--- config.mk ---
export PLATFORM = sky130hd
export DESIGN_NAME = adder_pipe_mc_flat
export DESIGN_NICKNAME = d
export VERILOG_FILES = /design/src/rtl/adder_pipe_mc_if.sv /design/src/rtl/adder_pipe_mc.sv /design/src/flat_wrapper.sv
export SDC_FILE = /design/constraint.sdc
export NUM_CORES = 1
export LEC_CHECK = 0
export CAP_MARGIN = 30
export CORE_MARGIN = 2
export CORE_UTILIZATION = 53
export CTS_CLUSTER_SIZE = 25
export DETAILED_ROUTE_END_ITERATION = 6
export PLACE_DENSITY_LB_ADDON = 0.25
export RECOVER_POWER = 100
export SETUP_SLACK_MARGIN = 0.2
export SLEW_MARGIN = 10
export SYNTH_ARGS = -nofsm -noshare
export SYNTH_HDL_FRONTEND = slang
export SYNTH_SLANG_ARGS = --single-unit
--- constraint.sdc ---
create_clock -name i_clk -period 4.6 [get_ports i_clk]
set_input_delay 0.92 -clock i_clk [delete_from_list [all_inputs] [get_ports i_clk]]
set_output_delay 0.92 -clock i_clk [all_outputs]
set_load 0.03 [all_outputs]
--- src/rtl/adder_pipe_mc_if.sv ---
// Request/result handshake bundle for the multi-channel add/sub/accumulate engine.
// The slave modport is the engine; the master modport is the producer/consumer side.
interface adder_pipe_mc_if #(
  parameter int WIDTH = 32,
  parameter int CHW   = 2
);
  logic             i_valid;
  logic             o_ready;
  logic [1:0]       i_op;
  logic [CHW-1:0]   i_ch;
  logic [WIDTH-1:0] i_a;
  logic [WIDTH-1:0] i_b;
  logic             o_valid;
  logic             i_ready;
  logic [WIDTH-1:0] o_a;
  logic [CHW-1:0]   o_ch;
  logic             o_ovf;
  logic             o_err;

  modport slave (
    input  i_valid, i_op, i_ch, i_a, i_b, i_ready,
    output o_ready, o_valid, o_a, o_ch, o_ovf, o_err
  );

  modport master (
    output i_valid, i_op, i_ch, i_a, i_b, i_ready,
    input  o_ready, o_valid, o_a, o_ch, o_ovf, o_err
  );
endinterface

--- src/rtl/adder_pipe_mc.sv ---
// Two-stage signed add/sub/accumulate engine with per-channel accumulators.
// S1 holds the request; the result is computed on the S1->S2 move and S2 drives the output.
module adder_pipe_mc #(
  parameter int  WIDTH    = 32,
  parameter int  N_CH     = 4,
  parameter int  SATURATE = 0,
  localparam int CHW      = (N_CH > 1) ? $clog2(N_CH) : 1
) (
  input  logic             i_clk,
  input  logic             i_arst_n,
  adder_pipe_mc_if.slave   bus
);
  localparam logic [CHW:0]     N_CH_W  = (CHW+1)'(N_CH);
  localparam logic [WIDTH-1:0] SAT_MAX = {1'b0, {(WIDTH-1){1'b1}}};
  localparam logic [WIDTH-1:0] SAT_MIN = {1'b1, {(WIDTH-1){1'b0}}};

  logic             s1_v_reg;
  logic [1:0]       s1_op_reg;
  logic [CHW-1:0]   s1_ch_reg;
  logic [WIDTH-1:0] s1_a_reg;
  logic [WIDTH-1:0] s1_b_reg;

  logic             s2_v_reg;
  logic [WIDTH-1:0] s2_a_reg;
  logic [CHW-1:0]   s2_ch_reg;
  logic             s2_ovf_reg;
  logic             s2_err_reg;

  logic             s2_load;
  logic             s1_adv;
  logic             ready;

  logic [WIDTH-1:0] acc_q [N_CH];
  logic [WIDTH-1:0] acc_cur;
  logic [WIDTH:0]   sum_x;
  logic             ch_ok;
  logic             ovf_raw;
  logic [WIDTH-1:0] res_sat;
  logic [WIDTH-1:0] res_a_next;
  logic             res_ovf_next;
  logic             res_err_next;
  logic [WIDTH-1:0] acc_next;

  assign s2_load = !s2_v_reg | bus.i_ready;
  assign s1_adv  = s1_v_reg & s2_load;
  // Held low while reset is asserted so nothing is accepted until release.
  assign ready   = i_arst_n & (!s1_v_reg | s2_load);

  assign bus.o_ready = ready;
  assign bus.o_valid = s2_v_reg;
  assign bus.o_a     = s2_a_reg;
  assign bus.o_ch    = s2_ch_reg;
  assign bus.o_ovf   = s2_ovf_reg;
  assign bus.o_err   = s2_err_reg;

  always_comb begin
    ch_ok        = ({1'b0, s1_ch_reg} < N_CH_W);
    acc_cur      = '0;
    for (int k = 0; k < N_CH; k++) begin
      if (s1_ch_reg == CHW'(k)) acc_cur = acc_q[k];
    end
    unique case (s1_op_reg)
      2'b00:   sum_x = {s1_a_reg[WIDTH-1], s1_a_reg} + {s1_b_reg[WIDTH-1], s1_b_reg};
      2'b01:   sum_x = {s1_a_reg[WIDTH-1], s1_a_reg} - {s1_b_reg[WIDTH-1], s1_b_reg};
      2'b10:   sum_x = {acc_cur[WIDTH-1], acc_cur} + {s1_a_reg[WIDTH-1], s1_a_reg};
      default: sum_x = {acc_cur[WIDTH-1], acc_cur};
    endcase
    // The extra top bit disagrees with the sign bit exactly when the result overflows.
    ovf_raw = (s1_op_reg != 2'b11) && (sum_x[WIDTH] != sum_x[WIDTH-1]);
    if (SATURATE != 0 && ovf_raw) begin
      res_sat = sum_x[WIDTH] ? SAT_MIN : SAT_MAX;
    end else begin
      res_sat = sum_x[WIDTH-1:0];
    end
    res_err_next = s1_op_reg[1] && !ch_ok;
    res_a_next   = res_err_next ? '0 : res_sat;
    res_ovf_next = ovf_raw && !res_err_next;
    acc_next     = (s1_op_reg == 2'b10) ? res_sat : '0;
  end

  genvar gi;
  generate
    for (gi = 0; gi < N_CH; gi++) begin : g_acc
      logic [WIDTH-1:0] acc_reg;
      always_ff @(posedge i_clk or negedge i_arst_n) begin
        if (!i_arst_n) begin
          acc_reg <= '0;
        end else if (s1_adv && s1_op_reg[1] && s1_ch_reg == CHW'(gi)) begin
          acc_reg <= acc_next;
        end
      end
      assign acc_q[gi] = acc_reg;
    end
  endgenerate

  always_ff @(posedge i_clk or negedge i_arst_n) begin
    if (!i_arst_n) begin
      s1_v_reg  <= 1'b0;
      s1_op_reg <= '0;
      s1_ch_reg <= '0;
      s1_a_reg  <= '0;
      s1_b_reg  <= '0;
    end else if (ready) begin
      s1_v_reg <= bus.i_valid;
      if (bus.i_valid) begin
        s1_op_reg <= bus.i_op;
        s1_ch_reg <= bus.i_ch;
        s1_a_reg  <= bus.i_a;
        s1_b_reg  <= bus.i_b;
      end
    end
  end

  always_ff @(posedge i_clk or negedge i_arst_n) begin
    if (!i_arst_n) begin
      s2_v_reg   <= 1'b0;
      s2_a_reg   <= '0;
      s2_ch_reg  <= '0;
      s2_ovf_reg <= 1'b0;
      s2_err_reg <= 1'b0;
    end else if (s2_load) begin
      s2_v_reg <= s1_v_reg;
      if (s1_v_reg) begin
        s2_a_reg   <= res_a_next;
        s2_ch_reg  <= s1_ch_reg;
        s2_ovf_reg <= res_ovf_next;
        s2_err_reg <= res_err_next;
      end
    end
  end
endmodule

--- src/flat_wrapper.sv ---
// flat-port wrapper written by rule: the top's interface ports become plain ports
module adder_pipe_mc_flat 
#(
  parameter int  WIDTH    = 32,
  parameter int  N_CH     = 4,
  parameter int  SATURATE = 0,
  localparam int CHW      = (N_CH > 1) ? $clog2(N_CH) : 1
)
  (i_clk, i_arst_n, bus_i_valid, bus_i_op, bus_i_ch, bus_i_a, bus_i_b, bus_i_ready, bus_o_ready, bus_o_valid, bus_o_a, bus_o_ch, bus_o_ovf, bus_o_err);
  adder_pipe_mc_if #(.WIDTH(WIDTH), .CHW(2)) bus_i ();
  input  logic i_clk;
  input  logic i_arst_n;
  input wire logic [$bits(bus_i.i_valid)-1:0] bus_i_valid;
  input wire logic [$bits(bus_i.i_op)-1:0] bus_i_op;
  input wire logic [$bits(bus_i.i_ch)-1:0] bus_i_ch;
  input wire logic [$bits(bus_i.i_a)-1:0] bus_i_a;
  input wire logic [$bits(bus_i.i_b)-1:0] bus_i_b;
  input wire logic [$bits(bus_i.i_ready)-1:0] bus_i_ready;
  output wire logic [$bits(bus_i.o_ready)-1:0] bus_o_ready;
  output wire logic [$bits(bus_i.o_valid)-1:0] bus_o_valid;
  output wire logic [$bits(bus_i.o_a)-1:0] bus_o_a;
  output wire logic [$bits(bus_i.o_ch)-1:0] bus_o_ch;
  output wire logic [$bits(bus_i.o_ovf)-1:0] bus_o_ovf;
  output wire logic [$bits(bus_i.o_err)-1:0] bus_o_err;
  assign bus_i.i_valid = bus_i_valid;
  assign bus_i.i_op = bus_i_op;
  assign bus_i.i_ch = bus_i_ch;
  assign bus_i.i_a = bus_i_a;
  assign bus_i.i_b = bus_i_b;
  assign bus_i.i_ready = bus_i_ready;
  assign bus_o_ready = bus_i.o_ready;
  assign bus_o_valid = bus_i.o_valid;
  assign bus_o_a = bus_i.o_a;
  assign bus_o_ch = bus_i.o_ch;
  assign bus_o_ovf = bus_i.o_ovf;
  assign bus_o_err = bus_i.o_err;
  adder_pipe_mc #(.WIDTH(WIDTH), .N_CH(N_CH), .SATURATE(SATURATE)) u_core (.i_clk(i_clk), .i_arst_n(i_arst_n), .bus(bus_i));
endmodule
After elaboration in Yosys (flattened, before gate mapping)
Cells that the tools add are included.
{ "op_classes": {"n_addsub": 3, "n_eq_ne": 7, "n_mux": 6, "bitwise_logic": 4, "reduce_logical": 12} }
{ "ops": {"columns": ["operator", "n"], "rows": [
  ["$mux W32", 5],
  ["$pmux W33 S3", 1],
  ["$add A32 B32 Y33", 2],
  ["$sub A32 B32 Y33", 1],
  ["$eq A2 B2 Y1 const B", 3],
  ["$logic_and A1 B1 Y1", 6],
  ["$eq A2 B1 Y1 const B", 2],
  ["$logic_not A2 Y1", 2],
  ["$reduce_and A2 Y1", 2],
  ["$and A1 B1 Y1", 2],
  ["$logic_not A1 Y1", 2],
  ["$ne A2 B2 Y1 const B", 1],
  ["$or A1 B1 Y1", 2],
  ["$ne A1 B1 Y1", 1]
]} }
{ "totals": {"reg_bits": 233, "input_bits": 72, "out_inout_bits": 38, "word_cells": 45} }

Depth between registers and ports, before layout
Gate-level depths: netlist of run 1.
{ "depth": {"depth_word": 9, "mapped_depth": 20, "ltp_nobuf": 20} }

Worst setup path before layout of run 1
Ideal clock, no wire load.
{ "synth_timing": {"path_type": "reg-to-reg", "from": "register u_core.s1_b_reg[0]", "to": "register u_core.s2_ovf_reg (netlist: u_core.bus.o_ovf)", "setup_time_ps": 122, "arrival_time_ps": 4293, "required_ps": 4478, "slack_ps": 185, "stages_incl_launch_ff": 20, "path_buffers": 0, "period_less_slack_ps": 4415, "cell_sequence": "dfrtp_1 inv_1 ha_1 or3b_2 nor2_1 nand2_1 nor3_1 nand2_1 nor3_1 a211oi_1 a21oi_1 o21ai_0 ha_1 a21o_1 a21o_2 a221oi_1 o21a_1 xnor3_1 or3b_1 a32o_1"} }
{ "synth_between": {"elab_chain_cells": 4, "elab_cells_between_ends": 5, "cone_classes": "add/sub (2); eq/ne (1); mux (1); reduce/logical (1)"} }
{ "synth_rtl": {"columns": ["item", "line_no", "rtl"], "rows": [
  ["start, declared", "adder_pipe_mc.sv:21", "logic [WIDTH-1:0] s1_b_reg;"],
  ["start signal, assigned", "adder_pipe_mc.sv:109", "s1_b_reg <= bus.i_b;"],
  ["$sub A32 B32 Y33 or $add A32 B32 Y33 (tied branches)", "adder_pipe_mc.sv:64, adder_pipe_mc.sv:63", null],
  ["$pmux W33 S3 (*)", "adder_pipe_mc.sv:62", "unique case (s1_op_reg)"],
  ["$ne A1 B1 Y1 (*)", "adder_pipe_mc.sv:69", "ovf_raw = (s1_op_reg != 2'b11) && (sum_x[WIDTH] != sum_x[WIDTH-1]);"],
  ["$logic_and A1 B1 Y1 (*)", "adder_pipe_mc.sv:69", null],
  ["end signal, assigned", "adder_pipe_mc.sv:126", "s2_ovf_reg <= res_ovf_next;"],
  ["end, declared", "adder_pipe_mc.sv:26", "logic s2_ovf_reg;"]
]} }
Every way passes the cells marked *; elsewhere a longest branch is shown, timed or not.
A chain may end at the register's enable or synchronous reset.

Final worst setup path of run 1
{ "layout_timing": {"from": "register u_core.s1_b_reg[19]", "to": "register u_core.s2_ovf_reg (netlist: u_core.bus.o_ovf)"} }
The elaborated chain is that of the path after synthesis.

==> results.json, run 1 <==
{
  "p_int_mw": 6.162,
  "routed_wl_um": 35930,
  "cts_buffer_depth": 3,
  "synth_edf_count": 0,
  "finalHoldViolCount": 0,
  "grt_antenna_before_repair": 0,
  "ys.flop_type": "dfrtp_1",
  "critPathArrivalTime_ps": 4800,
  "drcViolationCount": 0,
  "post-route-period-util": 0.9534,
  "p_per_area_mw_per_mm2": 636.7,
  "status": "complete, but fails checks",
  "layout.nets": 1524,
  "rsz0062_at_grt": "yes",
  "peakVddDrop_mv": 0.3982,
  "hold_path_depth": 2,
  "ant_nets": 0,
  "utilization": 0.6719,
  "routedWlPerCell_um": 20.52,
  "finalNonFillerCells": 1751,
  "stdcell_area_mm2": 0.01587,
  "synth_seq_cells": 233,
  "antenna_cells": 0,
  "core_mm2": 0.02361,
  "worst_slack_ps": 214.4,
  "grt_max_degree": 70,
  "power_frac_seq": 0.321,
  "switching_share": 0.3901,
  "worstMarginPinSlew_ps": 1915,
  "ys_types": 66,
  "rr_worst_depth": 17,
  "ys.warnings.count": 0,
  "routed-via-count": 10400,
  "p_clk_frac": 0.217,
  "p_comb_frac": 0.462,
  "initial_core_util": 0.5431,
  "period_needed_ps": 4386,
  "drt_first_iter_violations": 857,
  "port_buffers": 108,
  "hold_path.class": "flip-flop to flip-flop",
  "failed_checks": "max-capacitance violations, max-slew violations",
  "cts_tree": "yes",
  "leakagePower_nw": 7.110,
  "die_h_um": 159.6,
  "finalSetupViolations": 0,
  "drive_gt1_frac": 0.2430,
  "worstSetupPathType": "flip-flop to flip-flop",
  "synth.area.top_cells": "dfrtp_1 45%, mux2_2 11%, nand2_1 7.0%",
  "crit_fanout": 3,
  "dpl.cell_count": 1686,
  "rows": 56,
  "path_cells": "or4_4, or3_4, or3_4, nor3_4, buf_4, o31a_1, o22ai_2, ha_4, buf_6, nor2b_4, nor2_2, o21bai_1, a221oi_1, o21a_1, xnor3_1, or3b_1, a32o_1",
  "pin_count": 110,
  "dp_hpwl_um": 25310,
  "drt_pass1_iterations": 5,
  "dpl-instance-area_mm2": 0.01455,
  "drv_cap": 5,
  "relSlewSlack": -0.2769,
  "netlist.top_cell.by_area": "dfrtp_1",
  "p_total_mw": 10.10,
  "pre_cts_ws_ps": -47.97,
  "cts_root_buf": "clkbuf_16",
  "cp_slowest_cell": "or4_4",
  "grt_pass1_vias": 10300,
  "syn-num-nets": 1378,
  "ys_seq_area_frac": 0.4547,
  "path_delay_family": "simple AND/OR/NAND/NOR gates",
  "globalplace.congestion": 0.9199,
  "max_freq_mhz": 228.0,
  "cpPeakStageDelay_ps": 540,
  "crit_top_cell": "or3_4",
  "dieArea_mm2": 0.02546,
  "critPathCaptureType": "flip-flop",
  "areaGrowthSynthToFinish_pct": 23.73,
  "cts_made_buffers": 25,
  "synth_area_mm2": 0.01282,
  "clock_latency_ps": 530,
  "syn_inst": 1268,
  "worst_setup_path_start_kind": "flip-flop",
  "critical_path_buf_inv_count": 2,
  "synth.top_cell.area_share": 0.4547,
  "async_reset_ff_frac": 1.000,
  "switchingPower_mw": 3.941,
  "synth.avg_cell_area_um2": 10.11,
  "die_w_um": 159.6,
  "slew_viol_final": 269,
  "largest_register_ffs": 128,
  "via_per_inst": 5.939,
  "cts.clk_slew.worst_paths_ps": 60,
  "grt.total_usage": 0.2793,
  "numClockSinks": 233,
  "fin_skew_ps": 14.82,
  "grt_pass1_wl_um": 57040,
  "ctsHtreeMaxLevel": 1,
  "worstSetupPathDepth": 17,
  "hold_buffers": 0,
  "cp.required_ps": 5010,
  "grt_remaining_overflow": 0
}
path summary, 6_finish.rpt:
check	startpoint	to	slack [ps]
worst max-delay path	u_core.s1_b_reg[19]	u_core.bus.o_ovf	210
worst min-delay path	u_core.bus.o_a[21]	u_core.bus.o_a[21]	470
worst max register to register	u_core.s1_b_reg[19]	u_core.bus.o_ovf	210
worst min register to register	u_core.bus.o_a[21]	u_core.bus.o_a[21]	470
max in group asynchronous	i_arst_n	u_core.g_acc[2].acc_reg[9]	890
min in group asynchronous	i_arst_n	u_core.g_acc[0].acc_reg[5]	670
Yosys cell counts (3+ instances only):
master,n
a211oi_1,6
a21boi_0,6
a21o_1,9
a21oi_1,64
a31o_2,4
a31oi_1,7
a32oi_1,12
and2_1,22
and3_1,5
buf_1,12
buf_2,4
clkbuf_1,56
dfrtp_1,233
ha_1,37
inv_1,43
mux2_2,126
mux2i_1,5
mux4_2,32
nand2_1,238
nand2b_1,7
nand3_1,12
nand4_1,6
nor2_1,56
nor3_1,15
nor3b_1,4
nor4_1,4
o211a_1,4
o211ai_1,9
o21a_1,6
o21ai_0,86
o21ai_2,3
o21bai_1,6
o22ai_1,21
o31a_1,14
o31ai_1,29
or3_1,7
xnor2_1,9
xor2_1,13
placed cells by master (no fill, tap or decap), drive strengths merged, types with 6 or more instances in the layout:
cell type      count
a31oi              7
nor3              17
clkinv             6
a21o              10
dlygate4sd3       38
mux4              32
or3                7
o22ai             21
nor2              56
clkdlybuf4s50     69
nand2b             7
o21bai             6
o211ai             9
mux2             126
xor2              13
a32oi             12
a21oi             65
o31a              14
buf               70
o31ai             29
inv               43
a211oi             6
ha                37
o21ai             91
nand2            238
and3               6
nand3             12
o21a               6
and2              22
nand4              6
a21boi             6
xnor2              9
dfrtp            233
clkbuf            50
cells by family after synthesis:
group | share of synthesized area
and+or+nand+nor | 0.1310
AOI/OAI and AO/OA | 0.1536
DFF | 0.4547
muxes | 0.1707
buffers and inverters | 0.03522
adders and majority gates | 0.03766
xor gates and xnor gates | 0.01678
other | 0.0002924
metal layers:
layer  up-vias  track usage  wire length (um)
met4         0      0.08471              1466
met5         -            0                 0
met1      5148       0.3806             14960
met3        77      0.03621              1944
met2       351       0.4693             17550
li1       4823            -                 -
final cells by class:
cell class              instances  area (um^2)
clock buffers                  35        723.2
clock inverters                10        177.7
fillers                      1869         7746
inverters                      45        168.9
multi-input cells             917         6872
flip-flops and latches        233         5839
well taps                     319        399.1
repair buffers                192         1687
through the flow:
stage	TNS (ps)	hold slack [ps]
2_1_floorplan	0	440.5
3_3_place_gp	0	455.1
3_5_place_dp	-47.97	459.8
4_1_cts	0	216.0
5_1_grt	0	490.8
6_report	0	466.8
timing repair:
item                       4_1_cts  5_1_grt
setup endpoints to repair       31       70
pin swaps                        5       28
resized for setup               13       69
buffers inserted                 3       17
power groups by stage:
stage | registers (mW) | clock network, mW | logic [mW]
finish | 3.25 | 2.19 | 4.66
global route | 3.33 | 2.31 | 5.06
CTS | 3.23 | 2.22 | 4.49
detailed placement | 3.25 | 0 | 4.42
global placement | 3.22 | 0 | 4.36
floorplan | 3.39 | 0 | 2.70
worst register-to-register path, delay by kind of cell (launching register included):
kind	cells	cell delay (ps)
AND/OR/NAND/NOR	7	2150
flip-flops	1	390
AO/OA/AOI/OAI	6	1010
buffers and inverters	2	280
XOR/XNOR	1	150
adder cells (fa/ha/maj)	1	280
(Power assumes the default switching activity.)
==> inputs of run 2 (changes only) <==
--- a/config.mk
+++ b/config.mk
@@ -13,7 +13,7 @@
 export PLACE_DENSITY_LB_ADDON = 0.25
 export RECOVER_POWER = 100
 export SETUP_SLACK_MARGIN = 0.2
-export SLEW_MARGIN = 10
+export SLEW_MARGIN = 0
 export SYNTH_ARGS = -nofsm -noshare
 export SYNTH_HDL_FRONTEND = slang
 export SYNTH_SLANG_ARGS = --single-unit
==> results of run 2 <==
Final layout, timing and power as in run 1 (identical DEF).
==> inputs of run 3 (changes only) <==
--- a/config.mk
+++ b/config.mk
@@ -10,7 +10,7 @@
 export CORE_UTILIZATION = 53
 export CTS_CLUSTER_SIZE = 25
 export DETAILED_ROUTE_END_ITERATION = 6
-export PLACE_DENSITY_LB_ADDON = 0.25
+export PLACE_DENSITY = 0.76
 export RECOVER_POWER = 100
 export SETUP_SLACK_MARGIN = 0.2
 export SLEW_MARGIN = 0
==> run 3 against run 2 <==
The flow still finishes with violations (max-capacitance violations, max-slew violations); sequential cell count did not move; global-route usage fell by 0.28 points; largest power group unchanged; worst hold slack got worse by 130 ps; cell count fell by 0.74%; first-iteration DRC count rose by 3.3%; highest routed layer is now met5; cell area fell by 1.8%; sequential power barely moved; utilization fell by 1.2 points.
==> results.json, run 3 (synthesized netlist as in run 1, its figures left out) <==
{
  "status": "complete, but fails checks",
  "failed_checks": "max-capacitance violations, max-slew violations",
  "grt_max_degree": 70,
  "globalplace.congestion": 0.9666,
  "cts_tree": "yes",
  "antenna_cells": 0,
  "grt_pass1_vias": 10280,
  "cp.required_ps": 4980,
  "p_comb_frac": 0.466,
  "grt.total_usage": 0.2765,
  "worst_setup_path_start_kind": "flip-flop",
  "drcViolationCount": 0,
  "cp_slowest_cell": "or4_4",
  "leakagePower_nw": 6.963,
  "dpl.cell_count": 1671,
  "fin_skew_ps": 8.772,
  "finalSetupViolations": 0,
  "cts.clk_slew.worst_paths_ps": 60,
  "port_buffers": 108,
  "regArea_mm2": 0.005832,
  "clock_latency_ps": 530,
  "largest_register_ffs": 128,
  "drive_gt1_frac": 0.2248,
  "die_h_um": 159.6,
  "critPathArrivalTime_ps": 4800,
  "mostFrequentLayoutCells": "232 x nand2_1, 232 x dfrtp_1, 125 x mux2_2, 82 x o21ai_0, 69 x clkdlybuf4s50_1",
  "grt_pass1_wl_um": 56390,
  "setup_tns_ps": 0,
  "switching_share": 0.4004,
  "grt_antenna_before_repair": 1,
  "rows": 56,
  "cts_buffer_depth": 3,
  "post-route-period-util": 0.9619,
  "routedWlPerCell_um": 20.55,
  "dp_hpwl_um": 24810,
  "pre_cts_ws_ps": -101.6,
  "drt_pass1_iterations": 6,
  "via_per_inst": 6.039,
  "worst_slack_ps": 175.3,
  "crit_fanout": 5,
  "core_mm2": 0.02361,
  "areaGrowthSynthToFinish_pct": 21.55,
  "period_needed_ps": 4425,
  "cts_made_buffers": 25,
  "die_w_um": 159.6,
  "p_clk_frac": 0.202,
  "worstMarginPinSlew_ps": 2552,
  "numClockSinks": 233,
  "cts_root_buf": "clkbuf_16",
  "finalNonFillerCells": 1738,
  "initial_core_util": 0.5431,
  "slew_viol_final": 247,
  "routed-via-count": 10500,
  "switchingPower_mw": 3.922,
  "multi_input_area_mm2": 0.006782,
  "routed_wl_um": 35710,
  "ctsHtreeMaxLevel": 1,
  "critPathCaptureType": "flip-flop",
  "peakVddDrop_mv": 0.4311,
  "crit_top_cell": "or3_4",
  "ant_nets": 0,
  "max_freq_mhz": 226.0,
  "worstSetupPathType": "flip-flop to flip-flop",
  "grt_remaining_overflow": 0,
  "path_cells": "or4_4, or3_4, or3_4, nor3_4, nand2_2, a32oi_1, o22ai_1, ha_2, or3_1, o211ai_1, nand3_1, o21ai_0, xor2_1, nor2_1, a21oi_1, o31ai_1",
  "power_frac_seq": 0.332,
  "fill_cells": 1841,
  "drv_cap": 4,
  "p_per_area_mw_per_mm2": 628.4,
  "layout.nets": 1511,
  "drt_first_iter_violations": 885,
  "rsz0062_at_grt": "yes",
  "hold_path.class": "input pin to asynchronous set/reset pin",
  "pin_count": 110,
  "cpPeakStageDelay_ps": 540,
  "relSlewSlack": -0.7016,
  "dieArea_mm2": 0.02546,
  "finalHoldViolCount": 0,
  "p_int_mw": 5.873
}
## run 3: what timing repair did
| action | in CTS | in global routing |
|---|---|---|
| buffers inserted | 5 | 17 |
| gates resized for setup | 14 | 44 |
| pin swaps | 8 | 16 |
| hold buffers | 0 | 0 |
| gates cloned | 0 | 0 |
| endpoints found under the setup margin | 34 | 83 |
## run 3: metal layers
layer  up-vias  track usage  part of all wire
met5         -            0           0.00045
met4         2       0.1149             0.046
met3       105      0.03959             0.058
met2       393       0.4471              0.48
met1      5188       0.3766              0.41
li1       4807            -                 -
## run 3: cell type report
type                       count  area share
clock inverter                12    0.007385
clock buffer                  33     0.04399
sequential                   233      0.3741
inverter                      45     0.01084
multi-input combinational    917      0.4351
timing repair buffer         179      0.1030
tap                          319     0.02561
## run 3: path summary, 6_finish.rpt
check	startpoint	endpoint	slack (ps)	cells past startpoint
setup / recovery	u_core.s1_b_reg[20]	u_core.g_acc[2].acc_reg[28]	180	16
hold / removal	i_arst_n	u_core.bus.o_a[8]	340	1
setup reg to reg	u_core.s1_b_reg[20]	u_core.g_acc[2].acc_reg[28]	180	16
hold reg to reg	u_core.bus.o_ch[1]	u_core.bus.o_ch[1]	470	2
max in group asynchronous	i_arst_n	u_core.g_acc[3].acc_reg[12]	1490	2
min in group i_clk	u_core.bus.o_ch[1]	u_core.bus.o_ch[1]	470	2
## run 3: power groups by stage
stage                     Clock [mW]  Sequential, mW  Combinational, mW
final                           1.98            3.25               4.57
after CTS                       2.01            3.25               4.43
after global placement             0            3.23               4.28
after global routing            2.10            3.34               4.93
after floorplan                    0            3.39               2.70
after detailed placement           0            3.27               4.36
## run 3: per-stage QoR
| stage | util | hold slack (ps) | cell area (um^2) | total power, mW |
|---|---|---|---|---|
| floorplan | - | 440.5 | 12830 | 6.091 |
| global placement | 0.6124 | 452.7 | 14460 | 7.510 |
| detailed placement | 0.6124 | 461.9 | 14460 | 7.628 |
| CTS | 0.6510 | 355.3 | 15370 | 9.689 |
| global route | 0.6601 | 368.5 | 15590 | 10.37 |
| finish | 0.6601 | 338.3 | 15590 | 9.795 |
## run 3: critical path, delay by kind of cell, from the launching register on
kind / cells / cell delay [ps]
flops: 1 / 400
simple gates: 8 / 2220
xor+xnor: 1 / 310
compound gates: 6 / 1140
fa+ha+maj: 1 / 210
